===== src/rtl/mult16_share_arbiter.sv =====
// Two-requester arbiter feeding one shared 16x16 signed radix-4 Booth multiplier.
// Two-stage pipeline: S1 holds the accepted operands, S2 holds the registered product.
module mult16_share_arbiter #(
    parameter int unsigned RR_EN = 1
) (
    input  logic        sys_clk,
    input  logic        sys_rst,
    input  logic        req0_valid,
    input  logic [15:0] req0_a,
    input  logic [15:0] req0_b,
    output logic        req0_ready,
    input  logic        req1_valid,
    input  logic [15:0] req1_a,
    input  logic [15:0] req1_b,
    output logic        req1_ready,
    output logic        out_valid,
    output logic [31:0] out_p,
    output logic        out_id,
    input  logic        out_ready,
    output logic        busy
);
    localparam int unsigned OP_W = 16;
    localparam int unsigned PP_W = OP_W + 1;
    localparam int unsigned P_W  = 2 * OP_W;
    localparam int unsigned NPP  = OP_W / 2;
    localparam logic        RR   = (RR_EN != 0);

    logic            s1_valid;
    logic [OP_W-1:0] s1_a;
    logic [OP_W-1:0] s1_b;
    logic            s1_id;
    logic            rr_ptr;

    logic stall, s1_load;
    logic grant0, grant1, xfer0, xfer1, xfer_any;

    // Arbitration and flow control
    assign stall    = out_valid & ~out_ready;
    assign s1_load  = ~s1_valid | ~stall;
    assign grant1   = req1_valid & (~req0_valid | (RR & rr_ptr));
    assign grant0   = req0_valid & ~grant1;
    assign req0_ready = grant0 & s1_load & ~sys_rst;
    assign req1_ready = grant1 & s1_load & ~sys_rst;
    assign xfer0    = req0_valid & req0_ready;
    assign xfer1    = req1_valid & req1_ready;
    assign xfer_any = xfer0 | xfer1;
    assign busy     = s1_valid | out_valid;

    // Carry-save 3:2 compressor on full-width rows; carry row is pre-shifted
    function automatic logic [2*P_W-1:0] csa(input logic [P_W-1:0] x,
                                             input logic [P_W-1:0] y,
                                             input logic [P_W-1:0] z);
        logic [P_W-1:0] s;
        logic [P_W-1:0] c;
        s = x ^ y ^ z;
        c = ((x & y) | (x & z) | (y & z)) << 1;
        return {c, s};
    endfunction

    logic [OP_W:0]   b_ext;
    logic [PP_W-1:0] a_x1, a_x2;
    logic [NPP-1:0]  pp_neg;
    logic [P_W-1:0]  pp_row [NPP+1];
    logic [P_W-1:0]  neg_row;

    assign b_ext = {s1_b, 1'b0};
    assign a_x1  = {s1_a[OP_W-1], s1_a};
    assign a_x2  = {s1_a, 1'b0};

    // Booth rows are one's-complemented when negative; the +1 goes in neg_row
    for (genvar i = 0; i < NPP; i++) begin : g_booth
        logic [2:0]      sel;
        logic [PP_W-1:0] mag;
        logic [PP_W-1:0] pp;
        logic            neg;

        assign sel = b_ext[2*i+2 -: 3];

        always_comb begin
            mag = '0;
            neg = 1'b0;
            case (sel)
                3'b001, 3'b010: mag = a_x1;
                3'b011:         mag = a_x2;
                3'b100:         begin mag = a_x2; neg = 1'b1; end
                3'b101, 3'b110: begin mag = a_x1; neg = 1'b1; end
                default:        mag = '0;
            endcase
        end

        assign pp        = mag ^ {PP_W{neg}};
        assign pp_neg[i] = neg;
        assign pp_row[i] = {{(P_W-PP_W){pp[PP_W-1]}}, pp} << (2*i);
    end

    always_comb begin
        neg_row = '0;
        for (int k = 0; k < NPP; k++) begin
            neg_row[2*k] = pp_neg[k];
        end
    end
    assign pp_row[NPP] = neg_row;

    // Nine rows reduced to two: 9 -> 6 -> 4 -> 3 -> 2
    logic [P_W-1:0] s0, c0, s1, c1, s2, c2;
    logic [P_W-1:0] t0, d0, t1, d1, u0, e0, v0, f0;
    logic [P_W-1:0] product;

    assign {c0, s0} = csa(pp_row[0], pp_row[1], pp_row[2]);
    assign {c1, s1} = csa(pp_row[3], pp_row[4], pp_row[5]);
    assign {c2, s2} = csa(pp_row[6], pp_row[7], pp_row[8]);
    assign {d0, t0} = csa(s0, c0, s1);
    assign {d1, t1} = csa(c1, s2, c2);
    assign {e0, u0} = csa(t0, d0, t1);
    assign {f0, v0} = csa(u0, e0, d1);
    assign product  = v0 + f0;

    // Pipeline registers and round-robin pointer
    always_ff @(posedge sys_clk or posedge sys_rst) begin
        if (sys_rst) begin
            s1_valid  <= 1'b0;
            s1_a      <= '0;
            s1_b      <= '0;
            s1_id     <= 1'b0;
            out_valid <= 1'b0;
            out_p     <= '0;
            out_id    <= 1'b0;
            rr_ptr    <= 1'b0;
        end else begin
            if (s1_load) begin
                s1_valid <= xfer_any;
                if (xfer_any) begin
                    s1_a  <= xfer1 ? req1_a : req0_a;
                    s1_b  <= xfer1 ? req1_b : req0_b;
                    s1_id <= xfer1;
                end
            end
            if (!stall) begin
                out_valid <= s1_valid;
                if (s1_valid) begin
                    out_p  <= product;
                    out_id <= s1_id;
                end
            end
            if (RR && xfer_any) begin
                rr_ptr <= xfer0;
            end
        end
    end
endmodule


===== config.mk =====
export PLATFORM = sky130hd
export DESIGN_NAME = mult16_share_arbiter
export DESIGN_NICKNAME = d
export VERILOG_FILES = /design/src/rtl/mult16_share_arbiter.sv
export SDC_FILE = /design/constraint.sdc
export NUM_CORES = 1
export LEC_CHECK = 0
export ABC_AREA = 1
export CORE_ASPECT_RATIO = 0.75
export CORE_MARGIN = 2
export CORE_UTILIZATION = 60
export CTS_CLUSTER_DIAMETER = 120
export DETAILED_ROUTE_END_ITERATION = 12
export PLACE_DENSITY = 0.91
export SLEW_MARGIN = 10
export SYNTH_ARGS = -nofsm -noshare
export SYNTH_HDL_FRONTEND = slang
export SYNTH_SLANG_ARGS = --single-unit

===== constraint.sdc =====
create_clock -name sys_clk -period 6.4 [get_ports sys_clk]
set_clock_uncertainty 0.2 [all_clocks]
set_input_delay 1.28 -clock sys_clk [delete_from_list [all_inputs] [get_ports sys_clk]]
set_output_delay 1.28 -clock sys_clk [all_outputs]
set_load 0.03 [all_outputs]

==> impl_metrics.tcl, run 1 <==
set metrics [dict create \
    status "complete, no violations" \
    fmax_mhz 163 \
    clkTransAtPathRegs_ns 0.07 \
    clk_latency_ns 0.36 \
    instances_no_fill 1805 \
    setup_viol 0 \
    synthCells 1469 \
    synth_seq_cells 69 \
    maxCapViolations 0 \
    crit_arrival_ns 6.19 \
    worstMarginPinSlew_ns 0.921 \
    hpwl_um 23600 \
    worstRegToRegCells 22 \
    cts_tree "built" \
    globalplace.congestion 0.976 \
    grt_max_degree 70 \
    cp-start-kind "register" \
    die_area_mm2 0.0198 \
    syn-num-nets 1746 \
    required_ns 6.45 \
    area.growth.synth_to_final_pct 14.2 \
    portBuffers 105 \
    slew_headroom_pct 38.6 \
    pin_count 106 \
    min_path_cells 2 \
    die_h_um 122 \
    num_vias 10100 \
    ys.flop_type "dfrtp_1" \
    cts-root-buf "clkbuf_16" \
    drcViolationCount 0 \
    avgSynthCellArea_um2 7.64 \
    timing.final.crit_share_pct 96.0 \
    dr.pass1.iters 6 \
    rows 43 \
    yosys.cell_types.count 42 \
    floorplan.die.width_um 162 \
    post-place-cells 1784 \
    synth_edf_count 0 \
    cts_buffer_depth 2 \
    hp-class "reg -> reg" \
    antenna_found_initial 0 \
    yosysWarnings 0 \
    routed_via_density 5.62 \
    grt_pass1_wl_um 50200 \
    setup_tns_ns 0 \
    fin_nets 1830 \
    htree_levels 3 \
    slew_viol_final 0 \
    cts_made_buffers 9 \
    dr.first_iter.drc_count 1194 \
    r2r_slack_ns 0.26 \
    overflow 0 \
    routed_wirelength_um 30100 \
    finalHoldViolations 0 \
    seq_area_frac_synth_pct 15.4 \
    diodes 0 \
    cp_max_fo 9 \
    wl_per_cell_um 16.7 \
    final.fill_count 1513 \
    crit_path_end_kind "register" \
    grt_pass1_vias 10400 \
    rsz0062_at_grt "false" \
    ant_nets 0 \
    core_mm2 0.0184 \
    ys_async_sr_fraction_pct 100 \
    drive_above_1_share_pct 4.30 \
    cts_sinks 69 \
    start_util_pct 61.0 \
    fin_crit_ns 6.14 \
    track_usage_pct 32.1 \
    setup.worst_path.class "reg -> reg" \
    syn_area_mm2 0.0112 \
]
==> Yosys cell counts (2+ instances only) <==
| cell type | instances | share of area [%] |
|---|---|---|
| a21oi_1 | 22 | 0.98 |
| ha_1 | 92 | 10 |
| nand3b_1 | 6 | 0.40 |
| inv_2 | 3 | 0.10 |
| buf_4 | 11 | 0.74 |
| nor2_1 | 79 | 2.6 |
| buf_6 | 4 | 0.40 |
| o31ai_1 | 2 | 0.13 |
| nor2_4 | 5 | 0.50 |
| fa_1 | 116 | 21 |
| nand3_1 | 43 | 1.9 |
| nand4_1 | 9 | 0.50 |
| mux2i_1 | 3 | 0.27 |
| clkbuf_1 | 27 | 0.90 |
| mux2i_2 | 2 | 0.25 |
| a31oi_1 | 33 | 1.8 |
| o31ai_4 | 2 | 0.38 |
| xor2_1 | 103 | 8.0 |
| xnor2_1 | 43 | 3.4 |
| dfrtp_1 | 69 | 15 |
| o21ai_0 | 23 | 1.0 |
| nor3_1 | 3 | 0.13 |
| inv_1 | 288 | 9.6 |
| o22ai_1 | 119 | 6.6 |
| buf_2 | 17 | 0.76 |
| clkinv_1 | 2 | 0.067 |
| nand2_1 | 328 | 11 |
==> sequential cells by signal, summed over array words and instances (netlist names) <==
signal     flops
rr_ptr         1
s1_a          16
s1_id          1
s1_b          16
out_p         32
out_valid      1
s1_valid       1
out_id         1
==> per-layer routing <==
metal / vias to the layer above / part of all wire, % / track usage, %
li1: 4788 / - / -
met2: 570 / 44 / 51.3
met5: - / 0 / 0.758
met1: 4695 / 41 / 42.3
met4: 0 / 3.2 / 12.3
met3: 92 / 11 / 8.21
==> cell families (layout without fill, tap and decap cells) <==
| group | after synthesis | in the layout | share of synthesized area (%) |
|---|---|---|---|
| and+or+nand+nor | 477 | 477 | 17.3 |
| AOI/OAI and AO/OA | 210 | 210 | 11.8 |
| muxes | 5 | 5 | 0.513 |
| adders and majority gates | 208 | 208 | 30.9 |
| buffers and inverters | 354 | 443 | 12.7 |
| xor gates and xnor gates | 146 | 146 | 11.4 |
| DFF | 69 | 69 | 15.4 |
==> worst max-delay path, stage by stage (launching register included) <==
cell	delay (ns)
dfrtp_1	0.44
inv_1	0.14
ha_1	0.27
o31ai_4	0.40
buf_4	0.29
xor2_1	0.27
inv_1	0.17
fa_1	0.52
fa_1	0.58
inv_1	0.05
fa_1	0.47
inv_1	0.05
fa_1	0.44
ha_1	0.44
nand2_1	0.12
nor2_1	0.26
nand2_1	0.19
nor3_1	0.19
nand3_1	0.22
nand2_1	0.14
nand2_1	0.06
nand3_1	0.06
nand2_1	0.08
==> final cells by class <==
type                            count  area (µm²)  share of cell area, %
Multi-Input combinational cell   1046        8090                   63.1
Sequential cell                    69        1730                   13.5
Timing Repair Buffer              133        1260                   9.84
Inverter                          294        1110                   8.68
Tap cell                          247         309                   2.41
Clock buffer                       10         239                   1.86
Clock inverter                      6        86.3                  0.673
==> cell usage in the layout (no fill, tap or decap), types with 3 or more instances in the layout <==
cell type | netlist | layout
o21ai_0 | 23 | 23
nand4_1 | 9 | 9
nand2_1 | 328 | 328
fa_1 | 116 | 116
o31ai_4 | 2 | 3
a31oi_1 | 33 | 33
xnor2_1 | 43 | 43
inv_1 | 288 | 286
nand3_1 | 43 | 43
xor2_1 | 103 | 103
ha_1 | 92 | 92
nor2_1 | 79 | 79
nor2_4 | 5 | 5
o22ai_1 | 119 | 119
a21oi_1 | 22 | 22
dfrtp_1 | 69 | 69
nand3b_1 | 6 | 6
clkdlybuf4s50_1 | 0 | 105
clkbuf_16 | 0 | 9
buf_4 | 11 | 28
nor3_1 | 3 | 3
mux2i_1 | 3 | 3
inv_2 | 3 | 4
==> stage by stage <==
stage / hold WS (ns) / utilization, % / instance area, µm² / worst slack [ns]
global route: 0.301 / 69.7 / 12800 / 0.0361
CTS: 0.283 / 69.5 / 12800 / 0.422
detailed placement: 0.268 / 67.7 / 12500 / 0.432
finish: 0.281 / 69.7 / 12800 / 0.256
floorplan: 0.302 / - / 11200 / 1.25
global placement: 0.261 / 67.7 / 12500 / 0.491
==> timing repair <==
action | 4_1_cts | 5_1_grt
endpoints found under the setup margin | 0 | 1
hold buffers | 0 | 0
setup buffers | 0 | 5
resized for setup | 0 | 1
==> worst paths after layout <==
path                           start         to
min                        out_p[21]  out_p[21]
min in group asynchronous    sys_rst    s1_a[0]
max                          s1_b[5]  out_p[31]
max reg2reg                  s1_b[5]  out_p[31]
min reg2reg                out_p[21]  out_p[21]
max in group asynchronous    sys_rst  out_p[10]
Power of run 1 is not shown: default switching activity piles up to over one toggle a cycle in this logic, so the estimate is an artifact.
==> inputs of run 2 (changes only) <==
--- a/config.mk
+++ b/config.mk
@@ -11,6 +11,7 @@
 export CORE_UTILIZATION = 60
 export CTS_CLUSTER_DIAMETER = 120
 export DETAILED_ROUTE_END_ITERATION = 12
+export GPL_TIMING_DRIVEN = 0
 export PLACE_DENSITY = 0.91
 export SLEW_MARGIN = 10
 export SYNTH_ARGS = -nofsm -noshare
==> run 2 against run 1 <==
Clock-buffer cell count shrank 1. Flip-flop and latch count unchanged. First-iteration DRC count up 15%. Sequential share of layout area fell by 0.18 points. Register-to-register slack about the same. Via count up 3.5%. Worst setup slack got worse by 0.0010 ns. Non-clock buffer count rose by 33. Design area up 1.3%. Worst hold slack hardly changed. Maximum frequency about the same. Critical path type unchanged. Critical endpoint unchanged.
==> impl_metrics.tcl, run 2 (synthesized netlist as in run 1, its figures left out) <==
set metrics [dict create \
    status "complete, no violations" \
    portBuffers 105 \
    diodes 0 \
    ant_nets 0 \
    rr_startpoint "s1_b[5]" \
    crit_arrival_ns 6.18 \
    worstMarginPinSlew_ns 0.751 \
    fin_crit_ns 6.14 \
    grt_pass1_wl_um 53800 \
    grt_max_degree 37 \
    routed_via_density 5.72 \
    cts_buffer_depth 2 \
    min_to "out_p[29]" \
    fmax_mhz 163 \
    cts-root-buf "clkbuf_16" \
    post-place-cells 1822 \
    setup.worst_path.class "reg -> reg" \
    pin_count 106 \
    startpoint "s1_b[5]" \
    cts_tree "built" \
    dr.first_iter.drc_count 1378 \
    rows 43 \
    finalHoldViolations 0 \
    setup_viol 0 \
    num_vias 10500 \
    cts_sinks 69 \
    routed_wirelength_um 33900 \
    cts_made_buffers 9 \
    globalplace.congestion 1.08 \
    grt_pass1_vias 10300 \
    clk_latency_ns 0.35 \
    maxCapViolations 0 \
    fin_nets 1863 \
    cp_max_fo 6 \
    met2_usage_pct 55.0 \
    worst_hold_slack_ns 0.281 \
    track_usage_pct 35.4 \
    drcViolationCount 0 \
    area.growth.synth_to_final_pct 15.7 \
    core_mm2 0.0184 \
    hp-class "reg -> reg" \
    min_path_cells 2 \
    layout_common_cells "328 x nand2_1, 287 x inv_1, 119 x o22ai_1" \
    floorplan.die.width_um 162 \
    drive_above_1_share_pct 4.78 \
    r2r_slack_ns 0.26 \
    holdCritStartpoint "out_p[29]" \
    die_h_um 122 \
    crit_path_end_kind "register" \
    slew_viol_final 0 \
    instances_no_fill 1837 \
    final_common_cell "nand2_1" \
    htree_levels 3 \
    top_regs "out_p: 32 flops, s1_a: 16 flops, s1_b: 16 flops" \
    timing.final.crit_share_pct 96.0 \
    cp-start-kind "register" \
    wl_per_cell_um 18.5 \
    largest_reg_flops 32 \
    grt_use_met1_pct 48.9 \
    met3_usage_pct 9.50 \
    die_area_mm2 0.0198 \
    clkTransAtPathRegs_ns 0.06 \
    required_ns 6.44 \
    rsz0062_at_grt "false" \
    worstRegToRegCells 21 \
    dr.pass1.iters 6 \
    fin_util_pct 70.6 \
    regMostFlops "out_p" \
    setup_tns_ns 0 \
    antenna_found_initial 0 \
    overflow 0 \
    slew_headroom_pct 48.5 \
    hpwl_um 27600 \
    grt-busiest-layer "met2" \
    start_util_pct 61.0 \
    r2r-end "out_p[31]" \
]
## run 2: cell types whose count changed in the layout (fill, tap and decap cells not counted), moves of 2 or more
cell / previous run / this run
buf_2: 0 / 17
clkinvlp_4: 2 / 0
buf_6: 0 / 4
mux2i_4: 0 / 2
mux2i_1: 3 / 1
buf_4: 28 / 13
clkbuf_1: 0 / 24
## run 2: final cells by class
class                   count  area, µm²
plain buffers              58        312
clock buffers               9        225
clock inverters             6        113
fillers                  1513       5410
inverters                 294       1110
multi-input cells        1046       8110
flip-flops and latches     69       1730
well taps                 247        309
repair buffers            108       1090
## run 2: what timing repair did
action,CTS,global route
hold endpoints to repair,0,0
resized for setup,0,8
hold buffers,0,0
setup endpoints to repair,0,5
setup buffers,0,2
## run 2: metal layers
| layer | vias up | wire length (µm) |
|---|---|---|
| li1 | 4853 | - |
| met1 | 4947 | 14200 |
| met2 | 608 | 14700 |
| met3 | 97 | 4040 |
| met4 | 0 | 981 |
| met5 | - | 0 |
## run 2: per-stage QoR
step / instance area, µm² / setup WS [ns]
final: 13000 / 0.255
after floorplan: 11200 / 1.25
after detailed placement: 12600 / 0.300
after global routing: 13000 / 0.000470
after CTS: 12900 / 0.240
after global placement: 12600 / -0.410
## run 2: worst max-delay path, cell delays in order (launching register included)
cell and delay, ns:
dfrtp_1 0.50, inv_1 0.16, ha_1 0.30, o31ai_4 0.49, xor2_2 0.35, inv_1 0.20, fa_1 0.53, fa_1 0.57
inv_1 0.05, fa_1 0.48, inv_1 0.07, fa_1 0.44, ha_1 0.48, nand2_1 0.12, nor2_1 0.24, nand2_1 0.18
nor3_1 0.16, nand3_1 0.20, nand2_1 0.13, nand2_1 0.05, nand3_1 0.06, nand2_1 0.06
## run 2: worst max-delay path by stage
stage                     depth (start not counted)         end
final                                            21   out_p[31]
after global routing                             23   out_p[31]
after CTS                                        23   out_p[31]
after detailed placement                         23   out_p[31]
after global placement                            6  req1_ready
after floorplan                                  23   out_p[31]
Power of run 2 is left out for the same reason.
==> inputs of run 3 (changes only) <==
--- a/config.mk
+++ b/config.mk
@@ -6,6 +6,7 @@
 export NUM_CORES = 1
 export LEC_CHECK = 0
 export ABC_AREA = 1
+export ABC_CLOCK_PERIOD_IN_PS = 6400
 export CORE_ASPECT_RATIO = 0.75
 export CORE_MARGIN = 2
 export CORE_UTILIZATION = 60
==> results of run 3 <==
Final layout, timing and power as in run 2 (identical DEF).
Power of run 3 is left out for the same reason.
